### config.mk
export PLATFORM = sky130hd
export DESIGN_NAME = seq_div
export DESIGN_NICKNAME = d
export VERILOG_FILES = /design/src/rtl/seq_div_pkg.sv /design/src/rtl/seq_div_step.sv /design/src/rtl/seq_div.sv
export SDC_FILE = /design/constraint.sdc
export NUM_CORES = 1
export LEC_CHECK = 0
export BUFFER_PORTS_ARGS = -buffer_cell sky130_fd_sc_hd__buf_2
export CAP_MARGIN = 20
export CORE_MARGIN = 2
export CORE_UTILIZATION = 40
export CTS_BUF_LIST = sky130_fd_sc_hd__clkbuf_8
export CTS_CLUSTER_DIAMETER = 100
export DETAILED_ROUTE_END_ITERATION = 16
export GPL_TIMING_DRIVEN = 0
export SLEW_MARGIN = 20
export SYNTH_ARGS = -nofsm -noshare
export SYNTH_HDL_FRONTEND = slang
export SYNTH_SLANG_ARGS = --single-unit
### constraint.sdc
create_clock -name clk -period 3.2 [get_ports clk]
set_input_delay 0.96 -clock clk [delete_from_list [all_inputs] [get_ports clk]]
set_output_delay 0.96 -clock clk [all_outputs]
set_load 0.005 [all_outputs]
### src/rtl/seq_div_pkg.sv
// Shared divider definitions: word width and FSM state encodings.
// Results are packed {HI=remainder, LO=quotient}, the same order MUL uses.
package seq_div_pkg;

  localparam int WORD_WIDTH = 32;

  localparam logic [1:0] S_IDLE = 2'd0;
  localparam logic [1:0] S_RUN  = 2'd1;
  localparam logic [1:0] S_FIX  = 2'd2;
  localparam logic [1:0] S_DONE = 2'd3;

endpackage

### src/rtl/seq_div_step.sv
// One restoring shift-subtract iteration on unsigned magnitudes.
// Produces one quotient bit per call.
module div_step #(
  parameter int WIDTH = 32
) (
  input  logic [WIDTH-1:0] rem_i,
  input  logic [WIDTH-1:0] quo_i,
  input  logic [WIDTH-1:0] bmag_i,
  output logic [WIDTH-1:0] rem_o,
  output logic [WIDTH-1:0] quo_o
);

  logic [WIDTH:0] shifted;
  logic [WIDTH:0] trial;

  // One extra bit so the trial's sign is visible even for |B| = 2^(WIDTH-1)
  always_comb begin
    shifted = {rem_i, quo_i[WIDTH-1]};
    trial   = shifted - {1'b0, bmag_i};
    if (!trial[WIDTH]) begin
      rem_o = trial[WIDTH-1:0];
      quo_o = {quo_i[WIDTH-2:0], 1'b1};
    end else begin
      rem_o = shifted[WIDTH-1:0];
      quo_o = {quo_i[WIDTH-2:0], 1'b0};
    end
  end

endmodule

### src/rtl/seq_div.sv
// Multi-cycle signed divider: restoring division on magnitudes,
// then sign fix-up. Result is {remainder, quotient}.
module seq_div
  import seq_div_pkg::*;
#(
  parameter int WIDTH = WORD_WIDTH
) (
  input  logic               clk,
  input  logic               clr,
  input  logic               start,
  input  logic [WIDTH-1:0]   A,
  input  logic [WIDTH-1:0]   B,
  output logic               busy,
  output logic               done,
  output logic               div_by_zero,
  output logic [2*WIDTH-1:0] divresult
);

  localparam int CW = $clog2(WIDTH + 1);

  logic [1:0]         state_q, state_d;
  logic [CW-1:0]      cnt_q, cnt_d;
  logic [WIDTH-1:0]   rem_q, rem_d;
  logic [WIDTH-1:0]   quo_q, quo_d;
  logic [WIDTH-1:0]   bmag_q, bmag_d;
  logic               sa_q, sa_d;
  logic               sb_q, sb_d;
  logic               dz_q, dz_d;
  logic               dzo_q, dzo_d;
  logic [2*WIDTH-1:0] res_q, res_d;

  logic [WIDTH-1:0] amag, bmag;
  logic [WIDTH-1:0] step_rem, step_quo;
  logic [WIDTH-1:0] quo_fix, rem_fix;

  // |-2^(W-1)| wraps to itself, read back as unsigned 2^(W-1)
  assign amag = A[WIDTH-1] ? (~A + 1'b1) : A;
  assign bmag = B[WIDTH-1] ? (~B + 1'b1) : B;

  assign quo_fix = (sa_q ^ sb_q) ? (~quo_q + 1'b1) : quo_q;
  assign rem_fix = sa_q ? (~rem_q + 1'b1) : rem_q;

  div_step #(
    .WIDTH(WIDTH)
  ) u_step (
    .rem_i (rem_q),
    .quo_i (quo_q),
    .bmag_i(bmag_q),
    .rem_o (step_rem),
    .quo_o (step_quo)
  );

  always_comb begin
    state_d = state_q;
    cnt_d   = cnt_q;
    rem_d   = rem_q;
    quo_d   = quo_q;
    bmag_d  = bmag_q;
    sa_d    = sa_q;
    sb_d    = sb_q;
    dz_d    = dz_q;
    dzo_d   = dzo_q;
    res_d   = res_q;
    unique case (state_q)
      S_IDLE: begin
        if (start) begin
          sa_d  = A[WIDTH-1];
          sb_d  = B[WIDTH-1];
          dzo_d = 1'b0;
          if (B == '0) begin
            dz_d    = 1'b1;
            rem_d   = A;
            quo_d   = '1;
            state_d = S_FIX;
          end else begin
            dz_d    = 1'b0;
            rem_d   = '0;
            quo_d   = amag;
            bmag_d  = bmag;
            cnt_d   = CW'(WIDTH);
            state_d = S_RUN;
          end
        end
      end
      S_RUN: begin
        rem_d = step_rem;
        quo_d = step_quo;
        cnt_d = cnt_q - 1'b1;
        if (cnt_q == CW'(1)) begin
          state_d = S_FIX;
        end
      end
      S_FIX: begin
        res_d   = dz_q ? {rem_q, quo_q} : {rem_fix, quo_fix};
        dzo_d   = dz_q;
        state_d = S_DONE;
      end
      default: begin
        state_d = S_IDLE;
      end
    endcase
  end

  always_ff @(posedge clk) begin
    if (clr) begin
      state_q <= S_IDLE;
      cnt_q   <= '0;
      rem_q   <= '0;
      quo_q   <= '0;
      bmag_q  <= '0;
      sa_q    <= 1'b0;
      sb_q    <= 1'b0;
      dz_q    <= 1'b0;
      dzo_q   <= 1'b0;
      res_q   <= '0;
    end else begin
      state_q <= state_d;
      cnt_q   <= cnt_d;
      rem_q   <= rem_d;
      quo_q   <= quo_d;
      bmag_q  <= bmag_d;
      sa_q    <= sa_d;
      sb_q    <= sb_d;
      dz_q    <= dz_d;
      dzo_q   <= dzo_d;
      res_q   <= res_d;
    end
  end

  assign busy        = (state_q != S_IDLE);
  assign done        = (state_q == S_DONE);
  assign div_by_zero = dzo_q;
  assign divresult   = res_q;

endmodule

# == Word-level counts from Yosys, hierarchy flattened ==
# Cells that the tools add are included.
# op_classes
reduce_logical,11
eq_ne,7
n_mux,23
bitwise,6
add_sub_neg,6
# ops
op,count
2-to-1 mux 32 bit,9
adder 32 x 1 -> 32 bit (second input constant),4
inverter 32 bit,4
one-hot mux 32 bit (2 select lines),2
2-to-1 mux 64 bit,1
subtractor 33 x 32 -> 33 bit,1
zero test 32 bit,1
2-to-1 mux 6 bit,2
one-hot mux 6 bit (2 select lines),1
AND reduction 2 bit,4
== test 6 x 1 -> 1 bit (second input constant),1
2-to-1 mux 2 bit,3
inequality test 2 bit (second input constant),3
one-hot mux 2 bit (3 select lines),1
AND reduction 3 bit,2
nonzero test 2 bit,3
subtractor 6 x 1 -> 6 bit (second input constant),1
== test 2 bit (second input constant),2
2-to-1 mux 1 bit,3
== test 2 x 1 -> 1 bit (second input constant),1
zero test 2 bit,1
one-hot mux 1 bit (2 select lines),1
inverter 1 bit,1
XOR 1 bit,1
# totals
out_inout_bits,67
in_bits,67
elab_cells,63
ff_bits,172

# == Logic depth before layout (Yosys ltp) ==
# Gate-level depths: netlist of run 1.
# logic_depth
ltp_word,6
depth_mapped,14
mapped_depth_nobuf,12

# == Cells and area by module ==
# From an unflattened synthesis of run 1, not the netlist that was laid out.
# hier_totals
cells_unflattened,1449
area_unflattened_um2,11503.5
# modules_own_cells
mod,seq_area_each_um2,area_each_um2,cells_each,n_inst
seq_div,3443.3,9014.9,1107,1
div_step,0.0,2488.6,342,1

# == Worst setup path after synthesis of run 1 ==
# No wires, ideal clock.
# synth_timing
kind,input to register
startpoint,input B[25]
endpoint,register rem_q[30]
required_ps,3120
cell_stages,11
path_buffers,2
slack_ps,-6
t_arrival_ps,3126
setup_ps,80
cell_sequence,or4_4 -> or3_4 -> or3_4 -> or2_1 -> buf_6 -> nor2_8 -> buf_6 -> nand2_1 -> nand2_2 -> a21oi_2 -> a211oi_2
# synth_via
elab_chain_len,4
# synth_rtl
item,line_no,rtl
start: declaration,seq_div.sv:12,"input logic [WIDTH-1:0] B,"
zero test 32 bit,seq_div.sv:70,if (B == '0) begin
2-to-1 mux 32 bit,seq_div.sv:70,
2-to-1 mux 32 bit,seq_div.sv:66,if (start) begin
one-hot mux 32 bit (2 select lines),seq_div.sv:64,unique case (state_q)
end signal: assignment,seq_div.sv:119,rem_q <= rem_d;
end: declaration,seq_div.sv:23,"logic [WIDTH-1:0] rem_q, rem_d;"
# Every way passes these cells. The select of a mux whose other input is x is not followed.
# A chain may end at the register's enable or synchronous reset.

# == Final worst setup path of run 1 ==
# layout_timing
startpoint,input B[25]
endpoint,register rem_q[23]
# Same word-level chain as after synthesis.

==> reports/qor.yml, run 1 <==
run_status:
  status: "finished, final reports clean"
clock_network:
  clk_pin_slew_ns: 0.11
  cts_buffers: 17
  cts_buffer_depth: 2
  root_buffer: "clkbuf_8"
  cts_sinks: 172
  clk_latency_ns: 0.49
  cts_tree: "yes"
  cts.htree.levels: 4
timing:
  period_minus_slack_ns: 3.11
  setup_ws_ns: 0.0853
  fmax_mhz: 321
  setup_viol: 0
  fin_skew_ns: 0.0198
  hold_viol_final: 0
  slew-limit-headroom: 0.354
  maxSlewViolCount: 0
  rsz0062_at_grt: "yes"
  hold-worst-slack_ns: 0.485
  worst_pin_slew_ns: 0.968
  finalCritPeriodShare: 0.973
critical_path:
  cpMaxStageDelayCell: "or4_4"
  critical_path.startpoint_type: "input pin"
  critPathKind: "input pin to register"
  crit_family: "simple AND/OR/NAND/NOR gates"
  path_cells: "buf_2 -> or4_4 -> or3_4 -> or3_4 -> nor2_1 -> clkbuf_2 -> a21oi_1 -> nand2_1 -> o21ai_0 -> a211oi_2"
  critPathMaxFanout: 10
  critPathBufInv: 2
  crit_path_frequent_cell: "or3_4"
  critPathRequiredTime_ns: 3.62
  end_kind: "register"
  critPathMaxStageDelay_ns: 0.54
  arrival_ns: 3.53
logic_synthesis:
  synthCells: 1470
  yosysTopAreaCellShare: 0.298
  yosys.area.top_type: "dfxtp_1"
  yosys_warnings: 0
  synthTopCellsByArea: "dfxtp_1 30%, nor2_1 5.8%, a211oi_1 5.5%, a21oi_1 5.4%, xnor2_1 5.1%"
  synth_area_per_cell_um2: 7.85
  synth_ff_type: "dfxtp_1"
  synth_edf_count: 0
  netlist_top_cells_count: "177 x nor2_1, 172 x dfxtp_1, 125 x a21oi_1"
  synth-seq-cells: 172
  netlist_area_um2: 11500
  async_flop_share: 0
  post-synth-top-count-cell: "nor2_1"
  synth_fp_nets: 1581
  ys_types: 79
  seq_area_frac_synth: 0.298
final_layout:
  drive_gt1_frac: 0.169
  fillers: 2968
  area.growth.synth_to_final_pct: 16.1
  fin_nets: 1739
routing:
  vias: 11495
  vias_per_cell: 5.67
  drtIter0Drc: 940
  wl_per_cell_um: 19.5
  drt_first_pass_iters: 5
  wl_um: 39600
  antenna_left: 0
  drc: 0
floorplan:
  die_x_um: 174
  die_h_um: 174
  num_rows: 62
  core_area_um2: 28500
  start_util: 0.404
  ios: 134
  dieArea_um2: 30200
job:
  drv_cap: 0
power_and_ir_drop:
  p_leak_nw: 4.99
  powerDensity_nw_per_um2: 1220
  max-vdd-ir-drop_v: 0.000478
placement:
  gp_routability_congestion: 0.925
  dp_hpwl_um: 31200
  place_ws_ns: -0.631
  io_buffer_count: 131
hold_path:
  hp-class: "register to register"
global_route:
  grt_pass1_vias: 10590
  antenna_found_initial: 1
  grt_first_pass_wirelength_um: 60600
  grtUsageTotal: 0.256
  grt.overflow.total: 0
  grt_max_degree: 17
## through the flow
step	instance area, µm²	total power [W]	setup TNS (ns)	utilization	std cells
detailed placement	12700	0.0139	-35.42	0.444	1985
global placement	12700	0.0137	-29.73	0.444	1985
global route	13400	0.0176	-0.0509	0.469	2026
CTS	13100	0.0156	0	0.460	2019
finish	13400	0.0163	0	0.469	2026
floorplan	11500	0.0110	0	-	1470
## per-layer routing
| metal | wire, µm | global-route usage |
|---|---|---|
| met1 | 18500 | 0.363 |
| met2 | 17000 | 0.390 |
| met3 | 2680 | 0.0382 |
| met4 | 1410 | 0.0977 |
| met5 | 0 | 0 |
## layout by cell type (no fill, tap or decap), types with 25 or more instances in the layout
| cell | count |
|---|---|
| nand3_1 | 25 |
| nor2_1 | 177 |
| clkbuf_1 | 75 |
| ha_1 | 40 |
| inv_1 | 57 |
| a21oi_1 | 120 |
| xor2_1 | 65 |
| a211oi_1 | 82 |
| buf_2 | 133 |
| dfxtp_1 | 160 |
| xnor2_1 | 67 |
| o21ai_0 | 62 |
| nor3_1 | 34 |
| nand2_1 | 113 |
## report_power, final
part	switching [W]	total [W]	internal (W)
clock	0.000937	0.00157	0.000630
combinational	0.00651	0.0108	0.00431
sequential	0.00101	0.00396	0.00294
total	0.00846	0.0163	0.00788
## what timing repair did
action	CTS	global route
hold buffers	0	0
buffers inserted	2	7
hold endpoints to repair	0	0
pin swaps	3	11
resized for setup	19	59
endpoints found under the setup margin	38	51
## state kept, by name, summed over array words and instances, names as in the netlist, 2 cells and up
signal     flops
divresult     64
bmag_q        32
quo_q         32
rem_q         32
cnt_q          6
state_q        2
## worst min-delay path: stages (launching register included)
cell and delay [ns]:
dfxtp_1 0.32, nor2_1 0.08, a211oi_1 0.05
## final timing paths
check                start            end  slack, ns  depth (start not counted)
max                  B[25]      rem_q[23]       0.09                         10
min          divresult[40]  divresult[40]       0.49                          2
max reg2reg       rem_q[4]      rem_q[24]       0.10                         12
min reg2reg  divresult[40]  divresult[40]       0.49                          2
## layout make-up
class | instances | area (µm²) | share of cell area
multi-input combinational | 1145 | 7670 | 0.573
inverter | 57 | 214 | 0.0160
clock buffer | 17 | 234 | 0.0175
timing repair buffer | 140 | 723 | 0.0540
antenna | 1 | 2.50 | 0.000187
sequential | 172 | 3470 | 0.259
clock inverter | 15 | 141 | 0.0106
tap | 384 | 480 | 0.0359
buffer | 95 | 454 | 0.0339
## kinds of logic (layout without fill, tap and decap cells)
logic type	count (synthesis)	in the layout	synth area share
AOI/OAI and AO/OA	479	479	0.289
and+or+nand+nor	478	478	0.199
DFF	172	172	0.298
buffers and inverters	153	324	0.0548
xor gates and xnor gates	132	132	0.100
adders and majority gates	44	44	0.0484
muxes	12	12	0.0104
other	0	1	0
Note: power is estimated with default switching activity, not from simulation.
==> run 2, diff against run 1 <==
==> constraint.sdc (replaced) <==
create_clock -name clk -period 3.2 [get_ports clk]
set_input_delay 0.16 -clock clk [delete_from_list [all_inputs] [get_ports clk]]
set_output_delay 0.16 -clock clk [all_outputs]
set_load 0.005 [all_outputs]
==> run 2 against run 1 <==
  * Hold slack worse by 0.48 ns
  * Flip-flop and latch count unchanged
  * Combinational power about the same
  * Setup slack worse by 0.0068 ns
  * Critical endpoint is now rem_q[2]
  * Highest routed layer unchanged
==> reports/qor.yml, run 2 (synthesized netlist as in run 1, its figures left out) <==
routing:
  antenna_left: 0  # unchanged
  vias_per_cell: 5.67  # -0.14%
  wl_um: 39200  # -0.97%
  drc: 0  # unchanged
  drt_first_pass_iters: 5  # unchanged
  drtIter0Drc: 985  # +4.8%
  wl_per_cell_um: 19.3  # -1.0%
  vias: 11484  # -0.096%
final_layout:
  multi_input_comb_area_um2: 7700  # +0.33%
  fin_nets: 1741  # +0.12%
  layout_common_cells: "177 x nor2_1, 158 x dfxtp_1, 133 x buf_2"
  regArea_um2: 3470  # unchanged
  largest_reg_flops: 64  # unchanged
  final_common_cell: "nor2_1"
  utilization: 0.471  # +0.00232
  fillers: 3012  # +1.5%
  diodes: 0  # -1
  drive_gt1_frac: 0.172  # +0.00223
  fin_area_um2: 13500  # +0.50%
  fin_cells: 2027  # +0.049%
  area.growth.synth_to_final_pct: 16.6
timing:
  finalCritPeriodShare: 0.975  # +0.00214
  fin_skew_ns: 0.0184  # -0.00139 ns
  maxSlewViolCount: 0  # unchanged
  rsz0062_at_grt: "yes"
  hold-worst-slack_ns: 0.00647  # -0.479 ns
  period_minus_slack_ns: 3.12  # +0.00684 ns
  worst_pin_slew_ns: 0.979  # +0.0101 ns
  slew-limit-headroom: 0.348  # -0.00671
  fmax_mhz: 320  # -0.22%
  setup_viol: 0  # unchanged
  hold_viol_final: 0  # unchanged
placement:
  dp_cells: 1985  # unchanged
  dp_hpwl_um: 31100  # -0.33%
  post_dp_cell_area_um2: 12700  # unchanged
  io_buffer_count: 131  # unchanged
  gp_routability_congestion: 0.950  # +2.7%
critical_path:
  arrival_ns: 3.52  # about the same
  worstReg2RegStart: "bmag_q[5]"
  critPathRequiredTime_ns: 3.60  # -0.02 ns
  crit_start: "bmag_q[5]"
  critPathMaxFanout: 10  # unchanged
  end_kind: "register"
  critical_path.startpoint_type: "register"
  critPathKind: "register to register"
  worstRegToRegCells: 13  # +1
power_and_ir_drop:
  pwr-share-seq: 0.240  # -0.002
  comb_power_share: 0.661  # about the same
  p_switching_w: 0.00845  # -0.11%
  p_leak_nw: 5.01  # +0.46%
  powerDensity_nw_per_um2: 1230  # +0.45%
  switching_share: 0.512  # -0.00546
  total_power_w: 0.0165  # +0.95%
  clkPwrFrac: 0.099  # +0.003
  max-vdd-ir-drop_v: 0.000549  # +15%
  p_int_w: 0.00805  # +2.1%
floorplan:
  num_rows: 62  # unchanged
  core_area_um2: 28500  # unchanged
  start_util: 0.404  # unchanged
  dieArea_um2: 30200  # unchanged
  die_h_um: 174  # unchanged
  ios: 134  # unchanged
  die_x_um: 174  # unchanged
clock_network:
  clk_pin_slew_ns: 0.11  # about the same
  cts.htree.levels: 4  # unchanged
  root_buffer: "clkbuf_8"
  cts_tree: "yes"
  cts_buffers: 17  # unchanged
  cts_sinks: 172  # unchanged
  clk_latency_ns: 0.49  # about the same
  cts_buffer_depth: 2  # unchanged
hold_path:
  whs_path_depth: 3  # +1
  hp-class: "input pin to register"
  hold_start: "B[2]"
global_route:
  grt.overflow.total: 0  # unchanged
  grtUsageTotal: 0.254  # -0.00130
  antenna_found_initial: 0  # -1
  grt_first_pass_wirelength_um: 60400  # -0.29%
  grt_max_degree: 17  # unchanged
  grt_pass1_vias: 10602  # +0.11%
run_status:
  status: "finished, final reports clean"
job:
  drv_cap: 0  # unchanged
run 2: changes by cell type in the layout (fill, tap and decap cells not counted), sizes merged:
cell / change
buf: -2
clkbuf: +2
dlygate4sd3: +2
bufinv: +1
diode: -1
inv: -1
run 2: critical path, stage by stage (launching register included):
cell and delay [ns]:
dfxtp_2 0.35, inv_2 0.05, ha_4 0.23, a21o_1 0.20, or3_4 0.34, o221a_4 0.25, a211oi_4 0.34, nor3_4 0.11
or3_4 0.40, buf_6 0.15, buf_6 0.14, a21oi_1 0.15, o21ai_1 0.11, a211oi_2 0.21
run 2: path summary, 6_finish.rpt:
kind | to | slack, ns
worst max-delay path | rem_q[2] | 0.08
worst min-delay path | bmag_q[2] | 0.006
worst max register to register | rem_q[2] | 0.08
worst min register to register | divresult[19] | 0.49
run 2: stage by stage:
step | setup WS [ns] | TNS (ns)
2_1_floorplan | 0.142 | 0
3_3_place_gp | -0.506 | -11.33
3_5_place_dp | -0.465 | -10.29
4_1_cts | -0.0147 | -0.0581
5_1_grt | -0.0179 | -0.0576
6_report | 0.0784 | 0
run 2: layout make-up:
type | instances | area share
plain buffers | 94 | 0.0328
multi-input cells | 1145 | 0.572
clock buffers | 17 | 0.0174
inverters | 57 | 0.0159
repair buffers | 143 | 0.0558
well taps | 384 | 0.0357
clock inverters | 15 | 0.0126
flip-flops and latches | 172 | 0.258
run 2: power by group through the flow:
stage	clock network (W)	logic [W]	registers [W]
detailed placement	0	0.00987	0.00395
global route	0.00173	0.0120	0.00406
floorplan	0	0.00738	0.00362
finish	0.00163	0.0109	0.00396
CTS	0.00166	0.0100	0.00390
global placement	0	0.00978	0.00392
run 2: repair_timing:
action / in CTS / in global routing
buffers inserted: 2 / 8
endpoints found under the hold margin: 4 / 0
setup endpoints to repair: 33 / 38
resized for setup: 16 / 65
hold buffers: 2 / 0
pin swaps: 3 / 13
run 2: layer usage:
metal / share of wire / wire length (µm) / vias to the layer above / global-route usage
met5: 0 / 0 / - / 0
met4: 0.028 / 1120 / 0 / 0.0931
met3: 0.055 / 2140 / 55 / 0.0338
met2: 0.44 / 17400 / 375 / 0.399
met1: 0.47 / 18600 / 5361 / 0.357
li1: - / - / 5693 / -
==> run 3, diff against run 2 <==
Settings changed: CORE_ASPECT_RATIO from default to 2, CTS_BUF_LIST sky130_fd_sc_hd__clkbuf_8 to sky130_fd_sc_hd__clkbuf_16, SETUP_SLACK_MARGIN from default to 0.15.
==> run 3 against run 2 <==
  * Via count rose by 4.8%
  * Sequential power about the same
  * Total power up 9.2%
  * Largest power group unchanged
==> reports/qor.yml, run 3 (synthesized netlist as in run 1, its figures left out) <==
final_layout:
  fin_nets: 1748  # +0.40%
  largest_reg_flops: 64  # unchanged
  layout_common_cells: "176 x nor2_1, 156 x dfxtp_1, 134 x buf_2"
  diodes: 0  # unchanged
  final_common_cell: "nor2_1"
  area.growth.synth_to_final_pct: 20.3
  fillers: 2903  # -3.6%
  drive_gt1_frac: 0.196  # +0.0247
timing:
  maxSlewViolCount: 0  # unchanged
  fin_skew_ns: 0.0131  # -0.00529 ns
  slew-limit-headroom: 0.292  # -0.0553
  setup_ws_ns: 0.0944  # +0.0160 ns
  hold_viol_final: 0  # unchanged
  period_minus_slack_ns: 3.11  # -0.0160 ns
  hold-worst-slack_ns: 0.0261  # +0.0196 ns
  finalCritPeriodShare: 0.970  # -0.00501
  rsz0062_at_grt: "yes"
  worst_pin_slew_ns: 1.06  # +0.0829 ns
  final.setup.tns_ns: 0  # unchanged
  setup_viol: 0  # unchanged
  fmax_mhz: 322  # +0.52%
critical_path:
  critical_path.startpoint_type: "register"
  critPathKind: "register to register"
  crit_start: "bmag_q[5]"
  worstReg2RegStart: "bmag_q[5]"
  end_kind: "register"
  critPathRequiredTime_ns: 3.56  # -0.04 ns
  arrival_ns: 3.46  # -0.06 ns
  worstRegToRegCells: 12  # -1
  critPathMaxFanout: 7  # -3
global_route:
  use_met3: 0.0457  # +0.0119
  grt.overflow.total: 0  # unchanged
  busiest_layer: "met2"
  grtUsageTotal: 0.283  # +0.0284
  grt.met1_usage: 0.356  # -0.000795
  grt_max_degree: 17  # unchanged
  antenna_found_initial: 0  # unchanged
  grt_first_pass_wirelength_um: 64700  # +7.2%
  use_met2: 0.466  # +0.0667
  grt_pass1_vias: 11371  # +7.3%
clock_network:
  cts_sinks: 172  # unchanged
  cts_tree: "yes"
  cts.htree.levels: 4  # unchanged
  root_buffer: "clkbuf_16"
  clk_pin_slew_ns: 0.07  # -0.04 ns
  clk_latency_ns: 0.47  # -0.02 ns
  cts_buffers: 17  # unchanged
  cts_buffer_depth: 2  # unchanged
hold_path:
  hp-class: "input pin to register"
  whs_path_depth: 3  # unchanged
  hold_start: "start"
placement:
  io_buffer_count: 131  # unchanged
  place_ws_ns: -0.443  # +0.0220 ns
  dp_hpwl_um: 33300  # +7.0%
  gp_routability_congestion: 0.969  # +1.9%
floorplan:
  die_h_um: 244  # +40%
  core_area_um2: 28600  # +0.28%
  start_util: 0.403  # -0.00113
  num_rows: 88  # +42%
  ios: 134  # unchanged
  dieArea_um2: 30300  # +0.28%
  die_x_um: 124  # -29%
power_and_ir_drop:
  p_leak_nw: 5.18  # +3.4%
  powerDensity_nw_per_um2: 1300  # +5.9%
  max-vdd-ir-drop_v: 0.000725  # +32%
routing:
  drc: 0  # unchanged
  vias_per_cell: 5.99  # +5.7%
  vias: 12032  # +4.8%
  drt_first_pass_iters: 5  # unchanged
  wl_um: 43100  # +9.8%
  drtIter0Drc: 864  # -12%
  antenna_left: 0  # unchanged
  wl_per_cell_um: 21.4  # +11%
job:
  drv_cap: 0  # unchanged
run_status:
  status: "finished, final reports clean"
==> run 3: cell types whose count changed in the layout (fill, tap and decap cells not counted), sizes merged <==
cell	previous run	this run
dlygate4sd3	2	1
inv	63	62
clkinvlp	2	4
clkinv	5	3
buf	157	165
bufinv	2	3
==> run 3: path summary, 6_finish.rpt <==
kind	to	slack (ns)
hold reg to reg	divresult[25]	0.48
hold / removal	dz_q	0.03
setup / recovery	rem_q[25]	0.09
setup reg to reg	rem_q[25]	0.09
==> run 3: cell type report <==
| cell class | instances | area, µm² | share of cell area |
|---|---|---|---|
| clock inverters | 15 | 173 | 0.0124 |
| repair buffers | 148 | 816 | 0.0587 |
| inverters | 57 | 214 | 0.0154 |
| plain buffers | 96 | 477 | 0.0343 |
| flip-flops and latches | 172 | 3470 | 0.250 |
| well taps | 360 | 450 | 0.0324 |
| clock buffers | 17 | 425 | 0.0306 |
| multi-input cells | 1145 | 7860 | 0.566 |
==> run 3: metrics by stage <==
step           instances  cell area [µm²]  power (W)   util
2_1_floorplan       1470            11500     0.0110      -
3_3_place_gp        1961            12700     0.0139  0.442
3_5_place_dp        1961            12700     0.0141  0.442
4_1_cts             2001            13500     0.0169  0.473
5_1_grt             2010            13900     0.0192  0.485
6_report            2010            13900     0.0180  0.485
==> run 3: critical path: stages (launching register included) <==
cell      delay (ns)
dfxtp_2         0.33
inv_2           0.05
ha_4            0.24
a21o_1          0.19
or3_4           0.33
o221a_4         0.26
a211oi_4        0.32
nor3_4          0.09
or3_1           0.39
buf_6           0.16
a21oi_4         0.29
nand2_1         0.10
a311oi_1        0.24
==> run 3: power breakdown <==
| part | switching [W] | internal (W) |
|---|---|---|
| sequential | 0.00101 | 0.00295 |
| combinational | 0.00710 | 0.00478 |
| clock | 0.000947 | 0.00122 |
| total | 0.00906 | 0.00896 |
==> run 3: timing repair <==
action,in CTS,in global routing
gates cloned,0,1
buffers inserted,7,8
resized for setup,58,73
hold buffers,1,0
pin swaps,13,39
endpoints found under the setup margin,33,48
hold endpoints to repair,1,0
==> run 3: layer usage <==
metal,up-vias,wire length [µm],part of all wire
met2,428,20800,0.48
met4,0,2180,0.051
li1,5701,-,-
met1,5795,17700,0.41
met5,-,0,0
met3,108,2370,0.055
